## src/rtl/apb4_cmd_queue.sv

```systemverilog
// Command/response queue in front of an APB4 bus wrapper: FIFO'd commands issued one at a time, completions queued in order.
// Optional SLVERR counter enabled by defining APB4_CMDQ_ERR_CNT_EN (ERR_CNT is tied to 0 otherwise).
module apb4_cmd_queue #(
  parameter int DATA_WIDTH = 32,
  parameter int ADDR_WIDTH = 32,
  parameter int CMD_DEPTH  = 4,
  parameter int RSP_DEPTH  = 4
) (
  input  logic                    PCLK,
  input  logic                    PRESET,
  input  logic                    CMD_VALID,
  output logic                    CMD_READY,
  input  logic                    CMD_WRITE,
  input  logic [ADDR_WIDTH-1:0]   CMD_ADDR,
  input  logic [DATA_WIDTH-1:0]   CMD_WDATA,
  input  logic [DATA_WIDTH/8-1:0] CMD_STRB,
  output logic                    RSP_VALID,
  input  logic                    RSP_READY,
  output logic [DATA_WIDTH-1:0]   RSP_RDATA,
  output logic                    RSP_SLVERR,
  output logic                    RSP_WRITE,
  output logic                    TRANSFER,
  output logic                    WRITE,
  output logic [ADDR_WIDTH-1:0]   ADDR,
  output logic [DATA_WIDTH-1:0]   WDATA,
  output logic [DATA_WIDTH/8-1:0] STRB,
  input  logic                    READY,
  input  logic [DATA_WIDTH-1:0]   RDATA,
  input  logic                    SLVERR,
  output logic                    BUSY,
  output logic [7:0]              ERR_CNT
);

  localparam int STRB_W = DATA_WIDTH / 8;
  localparam int CPW    = $clog2(CMD_DEPTH);
  localparam int RPW    = $clog2(RSP_DEPTH);
  localparam int CMD_W  = 1 + ADDR_WIDTH + DATA_WIDTH + STRB_W;
  localparam int RSP_W  = DATA_WIDTH + 2;

  typedef enum logic {IDLE = 1'b0, ISSUE = 1'b1} state_t;

  state_t           state;
  logic [CMD_W-1:0] cmd_mem [CMD_DEPTH];
  logic [RSP_W-1:0] rsp_mem [RSP_DEPTH];
  logic [CPW:0]     cmd_wr, cmd_rd;
  logic [RPW:0]     rsp_wr, rsp_rd;
  logic             cmd_empty, cmd_full, rsp_empty, rsp_full;
  logic             cmd_push, issue, done, rsp_pop;
  logic [RSP_W-1:0] rsp_head;

  // Extra pointer bit distinguishes full from empty when the indices match.
  assign cmd_empty = (cmd_wr == cmd_rd);
  assign cmd_full  = (cmd_wr[CPW] != cmd_rd[CPW]) && (cmd_wr[CPW-1:0] == cmd_rd[CPW-1:0]);
  assign rsp_empty = (rsp_wr == rsp_rd);
  assign rsp_full  = (rsp_wr[RPW] != rsp_rd[RPW]) && (rsp_wr[RPW-1:0] == rsp_rd[RPW-1:0]);

  assign cmd_push = CMD_VALID && !cmd_full;
  assign issue    = (state == IDLE) && !cmd_empty && !rsp_full;
  assign done     = (state == ISSUE) && READY;
  assign rsp_pop  = !rsp_empty && RSP_READY;

  assign CMD_READY = !cmd_full;
  assign RSP_VALID = !rsp_empty;
  assign BUSY      = (state == ISSUE) || !cmd_empty || !rsp_empty;

  assign rsp_head = rsp_mem[rsp_rd[RPW-1:0]];
  assign RSP_RDATA  = rsp_empty ? '0   : rsp_head[RSP_W-1:2];
  assign RSP_SLVERR = rsp_empty ? 1'b0 : rsp_head[1];
  assign RSP_WRITE  = rsp_empty ? 1'b0 : rsp_head[0];

  // Storage arrays carry no reset; pointers alone define their contents.
  always_ff @(posedge PCLK) begin
    if (!PRESET && cmd_push)
      cmd_mem[cmd_wr[CPW-1:0]] <= {CMD_WRITE, CMD_ADDR, CMD_WDATA, CMD_STRB};
    if (!PRESET && done)
      rsp_mem[rsp_wr[RPW-1:0]] <= {(WRITE ? {DATA_WIDTH{1'b0}} : RDATA), SLVERR, WRITE};
  end

  always_ff @(posedge PCLK) begin
    if (PRESET) begin
      state    <= IDLE;
      TRANSFER <= 1'b0;
      WRITE    <= 1'b0;
      ADDR     <= '0;
      WDATA    <= '0;
      STRB     <= '0;
      cmd_wr   <= '0;
      cmd_rd   <= '0;
      rsp_wr   <= '0;
      rsp_rd   <= '0;
    end else begin
      if (cmd_push) cmd_wr <= cmd_wr + (CPW+1)'(1);
      if (issue)    cmd_rd <= cmd_rd + (CPW+1)'(1);
      if (done)     rsp_wr <= rsp_wr + (RPW+1)'(1);
      if (rsp_pop)  rsp_rd <= rsp_rd + (RPW+1)'(1);
      case (state)
        IDLE: if (issue) begin
          state    <= ISSUE;
          TRANSFER <= 1'b1;
          {WRITE, ADDR, WDATA, STRB} <= cmd_mem[cmd_rd[CPW-1:0]];
        end
        ISSUE: if (READY) begin
          state    <= IDLE;
          TRANSFER <= 1'b0;
        end
        default: state <= IDLE;
      endcase
    end
  end

`ifdef APB4_CMDQ_ERR_CNT_EN
  logic [7:0] err_cnt;

  always_ff @(posedge PCLK) begin
    if (PRESET)
      err_cnt <= '0;
    else if (done && SLVERR && (err_cnt != 8'hFF))
      err_cnt <= err_cnt + 8'd1;
  end

  assign ERR_CNT = err_cnt;
`else
  assign ERR_CNT = 8'd0;
`endif

endmodule

```

## config.mk

```make
export PLATFORM = sky130hd
export DESIGN_NAME = apb4_cmd_queue
export DESIGN_NICKNAME = d
export VERILOG_FILES = /design/src/rtl/apb4_cmd_queue.sv
export SDC_FILE = /design/constraint.sdc
export NUM_CORES = 1
export LEC_CHECK = 0
export ABC_AREA = 1
export BUFFER_PORTS_ARGS = -buffer_cell sky130_fd_sc_hd__buf_4
export CORE_AREA = 2 2 184 186
export DETAILED_ROUTE_END_ITERATION = 6
export DIE_AREA = 0 0 186 188
export GPL_TIMING_DRIVEN = 1
export PLACE_DENSITY = 0.8
export SLEW_MARGIN = 20
export SYNTH_ARGS = -nofsm -noshare
export SYNTH_HDL_FRONTEND = slang
export SYNTH_SLANG_ARGS = --single-unit
```

## constraint.sdc

```tcl
create_clock -name PCLK -period 7.3 [get_ports PCLK]
set_input_delay 1.46 -clock PCLK [delete_from_list [all_inputs] [get_ports PCLK]]
set_output_delay 1.46 -clock PCLK [all_outputs]
set_load 0.05 [all_outputs]
```

==> results.json, run 1 <==
{
  "ioPinCount": 222,
  "r2r-start": "cmd_rd[1]",
  "yosysWarnings": 0,
  "r2r_end": "cmd_mem[2][36]",
  "switching_share": 0.396,
  "start_util": 0.587,
  "r2r_cells": 11,
  "cp_data_arrival_time_ns": 3.20,
  "path_max_fanout": 69,
  "avgSynthCellArea_um2": 11.4,
  "ir_drop_uv": 309,
  "gp_congestion": 0.756,
  "slew_headroom": 0.270,
  "ctsLongestPathBuffers": 3,
  "max_stage_delay_ns": 0.92,
  "crit_family": "buffers and inverters",
  "coreArea_um2": 33100,
  "ys_ff_latch": 497,
  "fp-row-count": 67,
  "yosysTopAreaCellShare": 0.636,
  "switchingPower_mw": 3.76,
  "worst_skew_pair.late_latency_ns": 0.56,
  "min_to": "TRANSFER",
  "ys.flop_type": "edfxtp_1",
  "slowest_stage": "clkinv_2",
  "nets": 2007,
  "synth_top_area_cell": "edfxtp_1",
  "vias": 12851,
  "cts.clk_slew.worst_paths_ns": 0.06,
  "ant_nets": 0,
  "tritoncts": "yes",
  "cp-end-kind": "output port",
  "hpwl_mm": 23.1,
  "netlist_area_um2": 19400,
  "grt_use_total": 0.230,
  "fin_worst_skew_ns": 0.0207,
  "dieHeight_um": 188,
  "grt_pass1_wl_mm": 63.0,
  "first_pass_iters": 7,
  "startpoint_type": "flip-flop",
  "combPwrFrac": 0.376,
  "hold_path_class": "flip-flop to flip-flop",
  "diodes": 0,
  "seq_area_frac_synth": 0.724,
  "ys_top_cells_by_area": "edfxtp_1 64%, dfxtp_1 8.7%, nor2_1 8.3%",
  "worstSetupPathType": "flip-flop to output port",
  "cts.sinks": 497,
  "hold_depth": 2,
  "maxSlewViolCount": 0,
  "rrSetupSlack_ns": 3.11,
  "synth_common_cells": "432 x nor2_1, 412 x edfxtp_1, 203 x nand2_1",
  "synth_edf_count": 412,
  "route.detailed.drc": 2,
  "cts_made_buffers": 47,
  "drive_gt1_frac": 0.164,
  "crit_required_ns": 5.84,
  "root_buffer": "clkbuf_16",
  "path_cells": "buf_4 > clkinv_2 > nor2_1 > o32ai_1 > nand2_1 > inv_1 > buf_4",
  "drt-total-wl_mm": 40.6,
  "hold_start": "TRANSFER",
  "max_freq_ghz": 0.214,
  "power.internal_mw": 5.73,
  "synth_cells": 1711,
  "holdWs_ns": 0.468,
  "grt_antenna_before_repair": 0,
  "cts_hold_buf": 0,
  "grt_setup_unrepaired": "false",
  "portBuffers": 213,
  "grt_pass1_vias": 12530,
  "hold_violations": 0,
  "period_needed_ns": 4.66,
  "cts_resized": 0,
  "cp_common_cell": "buf_4",
  "status": "finished, violations left",
  "drt-vias-per-instance": 5.41,
  "area_growth_pct": 17.6,
  "die_width_um": 186,
  "power.clock.fraction": 0.250,
  "setup_violations": 0,
  "grt_max_degree": 111,
  "htree_levels": 2,
  "path_buf_inv": 4,
  "drtIter0Drc": 1105,
  "die_area_um2": 35000,
  "pwr-share-seq": 0.374,
  "violations": "design-rule violations",
  "cts_setup_buffers": 0,
  "leakage_nw": 8.98,
  "synth_cell_types": 24,
  "synthArstFlopShare": 0,
  "synth.most_common_cell": "nor2_1",
  "globalRouteOverflowTotal": 0,
  "worstMarginPinSlew_ns": 1.09,
  "wl_per_cell_um": 17.1,
  "fin_tns_setup_ns": 0,
  "finalCritPeriodShare": 0.639,
  "cap_violations": 0,
  "power_density_nw_per_um2": 415
}
-- layout make-up --
type / instances / area [um^2]
flip-flops and latches: 497 / 14100
multi-input cells: 955 / 4360
repair buffers: 228 / 1740
clock inverters: 30 / 283
fillers: 2241 / 10200
inverters: 161 / 608
well taps: 448 / 561
clock buffers: 57 / 1230
-- cell usage in the layout (no fill, tap or decap), types with 3 or more instances in the layout --
| cell type | instances |
|---|---|
| o22ai_1 | 69 |
| clkbuf_1 | 9 |
| buf_4 | 226 |
| bufinv_16 | 4 |
| clkbuf_16 | 48 |
| clkinv_2 | 6 |
| dfxtp_1 | 81 |
| inv_1 | 157 |
| nor2_1 | 424 |
| clkinvlp_4 | 6 |
| xor2_1 | 3 |
| clkinv_1 | 9 |
| conb_1 | 8 |
| o21ai_0 | 179 |
| ha_1 | 10 |
| inv_4 | 3 |
| edfxtp_1 | 412 |
| o32ai_1 | 34 |
| nand3_1 | 3 |
| nor2_4 | 8 |
| nand2_1 | 203 |
| a21oi_1 | 8 |
-- through the flow --
step	power, mW	setup slack [ns]	util	cell area [um^2]	cells
after floorplan	6.20	1.83	-	19500	1718
after global placement	7.07	3.27	0.643	21300	2287
after detailed placement	7.15	3.22	0.643	21300	2287
after CTS	9.53	2.89	0.689	22800	2374
after global routing	9.98	2.37	0.691	22900	2376
final	9.49	2.64	0.691	22900	2376
-- logic make-up after synthesis --
logic type	synth area share
AO/OA/AOI/OAI	0.0856
XOR/XNOR	0.00180
adder cells (fa/ha/maj)	0.00643
buffers and inverters	0.0570
flip-flops	0.724
other	0.000193
AND/OR/NAND/NOR	0.125
-- worst max-delay path by stage --
stage / from / end / slack [ns] / depth (start not counted)
3_3_place_gp: cmd_rd[1] / cmd_mem[2][36] / 3.27 / 11
6_report: flip-flop / RSP_RDATA[1] / 2.64 / 7
3_5_place_dp: PRESET / rsp_mem[1][21] / 3.22 / 5
4_1_cts: flip-flop / RSP_RDATA[20] / 2.89 / 7
2_1_floorplan: PRESET / cmd_mem[0][0] / 1.83 / 5
5_1_grt: flip-flop / RSP_RDATA[1] / 2.37 / 7
-- layer usage --
| metal | wire [um] | global-route usage |
|---|---|---|
| met1 | 15800 | 0.299 |
| met2 | 20500 | 0.395 |
| met3 | 3350 | 0.0332 |
| met4 | 958 | 0.0845 |
| met5 | 0 | 0 |
-- power by group through the flow --
stage | Clock, mW | Sequential, mW | Combinational (mW)
after floorplan | 0 | 4.04 | 2.16
after global placement | 0 | 3.59 | 3.48
after detailed placement | 0 | 3.60 | 3.55
after CTS | 2.40 | 3.55 | 3.58
after global routing | 2.51 | 3.58 | 3.89
final | 2.37 | 3.55 | 3.57
-- flip-flops by register name, indices dropped and copies added (netlist names), 3 cells and up, named ones only --
name and count:
rsp_rd 3, ADDR 32, rsp_wr 3, cmd_rd 3, WDATA 32, STRB 4
cmd_wr 3, rsp_mem 136, cmd_mem 276
-- worst min-delay path, cell delays in order (launching register included) --
cell     delay (ns)
dfxtp_1        0.31
nand2_1        0.06
a21oi_1        0.06
(Power assumes the default switching activity.)
==> inputs of run 2 (changes only) <==
Settings changed: CORE_AREA 2 2 184 186 to 2 2 197 199, DIE_AREA 0 0 186 188 to 0 0 199 201, PLACE_DENSITY 0.8 to 0.74.
Clock period 7.3 ns to 4.2 ns, I/O delays scaled along.
==> run 2 against run 1 <==
The flow now finishes without violations. Register-to-register slack worse by 1.5 ns. Wire length up 2.3%. Clock power is 85% higher. Final area up 1.3%. Sequential power increased by 74%. Core utilization shrank 8.3 points. Critical path depth unchanged. Setup slack got worse by 1.7 ns. Total power grew 76%. Critical endpoint is now RSP_RDATA[20].
==> results.json, run 2 (synthesized netlist as in run 1, its figures left out) <==
{
  "status": "completed",
  "fin_util": 0.608,
  "drtIter0Drc": 930,
  "grt_antenna_before_repair": 4,
  "drt-vias-per-instance": 5.15,
  "route.detailed.drc": 0,
  "grt_setup_unrepaired": "false",
  "cts_made_buffers": 48,
  "crit_required_ns": 3.36,
  "cp_data_arrival_time_ns": 2.44,
  "globalRouteOverflowTotal": 0,
  "final_common_cell": "nor2_1",
  "area_growth_pct": 19.1,
  "hold_path_class": "input port to flip-flop",
  "ioPinCount": 222,
  "power_density_nw_per_um2": 722,
  "slew_headroom": 0.309,
  "finalPower_mw": 16.7,
  "ir_drop_uv": 523,
  "root_buffer": "clkbuf_16",
  "grt_max_degree": 115,
  "start_util": 0.510,
  "portBuffers": 213,
  "gp_congestion": 0.767,
  "worstMarginPinSlew_ns": 1.04,
  "cts_setup_buffers": 0,
  "htree_levels": 2,
  "setup_violations": 0,
  "drt-total-wl_mm": 41.5,
  "ctsLongestPathBuffers": 3,
  "fin_worst_skew_ns": 0.0200,
  "cts.sinks": 497,
  "hpwl_mm": 23.6,
  "cap_violations": 0,
  "first_pass_iters": 5,
  "ant_nets": 0,
  "nets": 2016,
  "worstSetupPathType": "flip-flop to output port",
  "vias": 12665,
  "fp-row-count": 72,
  "final_cell_mix": "424 x nor2_1, 412 x edfxtp_1, 231 x buf_4",
  "die_width_um": 199,
  "hold_start": "CMD_ADDR[31]",
  "cts.clk_slew.worst_paths_ns": 0.06,
  "grt_use_total": 0.205,
  "dp.cells": 2365,
  "dieHeight_um": 201,
  "holdWs_ns": 0.476,
  "cts_hold_buf": 0,
  "worst_skew_pair.late_latency_ns": 0.56,
  "max_freq_ghz": 0.305,
  "hold_violations": 0,
  "drive_gt1_frac": 0.168,
  "largest_reg_flops": 276,
  "cp-end-kind": "output port",
  "finalCritPeriodShare": 0.780,
  "maxSlewViolCount": 0,
  "coreArea_um2": 38100,
  "wl_per_cell_um": 16.9,
  "period_needed_ns": 3.28,
  "leakage_nw": 9.10,
  "die_area_um2": 40000,
  "fin_tns_setup_ns": 0,
  "grt_pass1_vias": 12232,
  "r2r-start": "cmd_rd[0]",
  "path_max_fanout": 43,
  "cts_resized": 0,
  "grt_pass1_wl_mm": 64.0,
  "tritoncts": "yes",
  "final_cells": 2458,
  "startpoint_type": "flip-flop"
}
run 2: changes by cell type in the layout (fill, tap and decap cells not counted), moves of 2 or more:
cell,delta
clkinv_4,+2
buf_12,+2
inv_4,-2
bufinv_16,+3
clkbuf_8,+2
inv_6,-2
clkinvlp_4,-5
buf_4,+5
diode_2,+2
run 2: routing by layer:
layer,vias to the layer above,track usage,share of wire
met3,64,0.0580,0.089
met2,436,0.338,0.47
met1,6002,0.266,0.42
met5,-,0,0.00092
li1,6157,-,-
met4,6,0.0562,0.019
run 2: path summary, 6_finish.rpt:
kind / end / slack, ns / cells after the start
hold / removal: cmd_mem[1][67] / 0.48 / 1
setup reg to reg: cmd_mem[0][16] / 1.63 / 7
setup / recovery: RSP_RDATA[20] / 0.92 / 7
hold reg to reg: TRANSFER / 0.48 / 2
run 2: stage by stage:
step	area [um^2]	setup WS [ns]
after CTS	23100	0.881
after detailed placement	21500	1.48
after global routing	23200	0.721
final	23200	0.924
after floorplan	19500	-0.678
after global placement	21500	1.54
run 2: worst max-delay path: stages (launching register included):
cell and delay [ns]:
dfxtp_2 0.32, inv_2 0.54, buf_4 0.40, nor2_1 0.07
o32ai_1 0.23, nand2_1 0.08, inv_1 0.06, buf_4 0.19
run 2: cell type report:
cell class	instances	area (um^2)
antenna	2	5.00
fill	2996	14900
multi-input combinational	955	4360
inverter	161	607
clock inverter	29	337
clock buffer	60	1290
sequential	497	14100
timing repair buffer	236	1840
tap	518	648
run 2: power breakdown:
part / total [mW] / internal (mW) / switching [mW]
Clock: 4.38 / 2.61 / 1.76
Combinational: 6.17 / 1.74 / 4.43
Sequential: 6.17 / 5.86 / 0.305
Total: 16.7 / 10.2 / 6.50
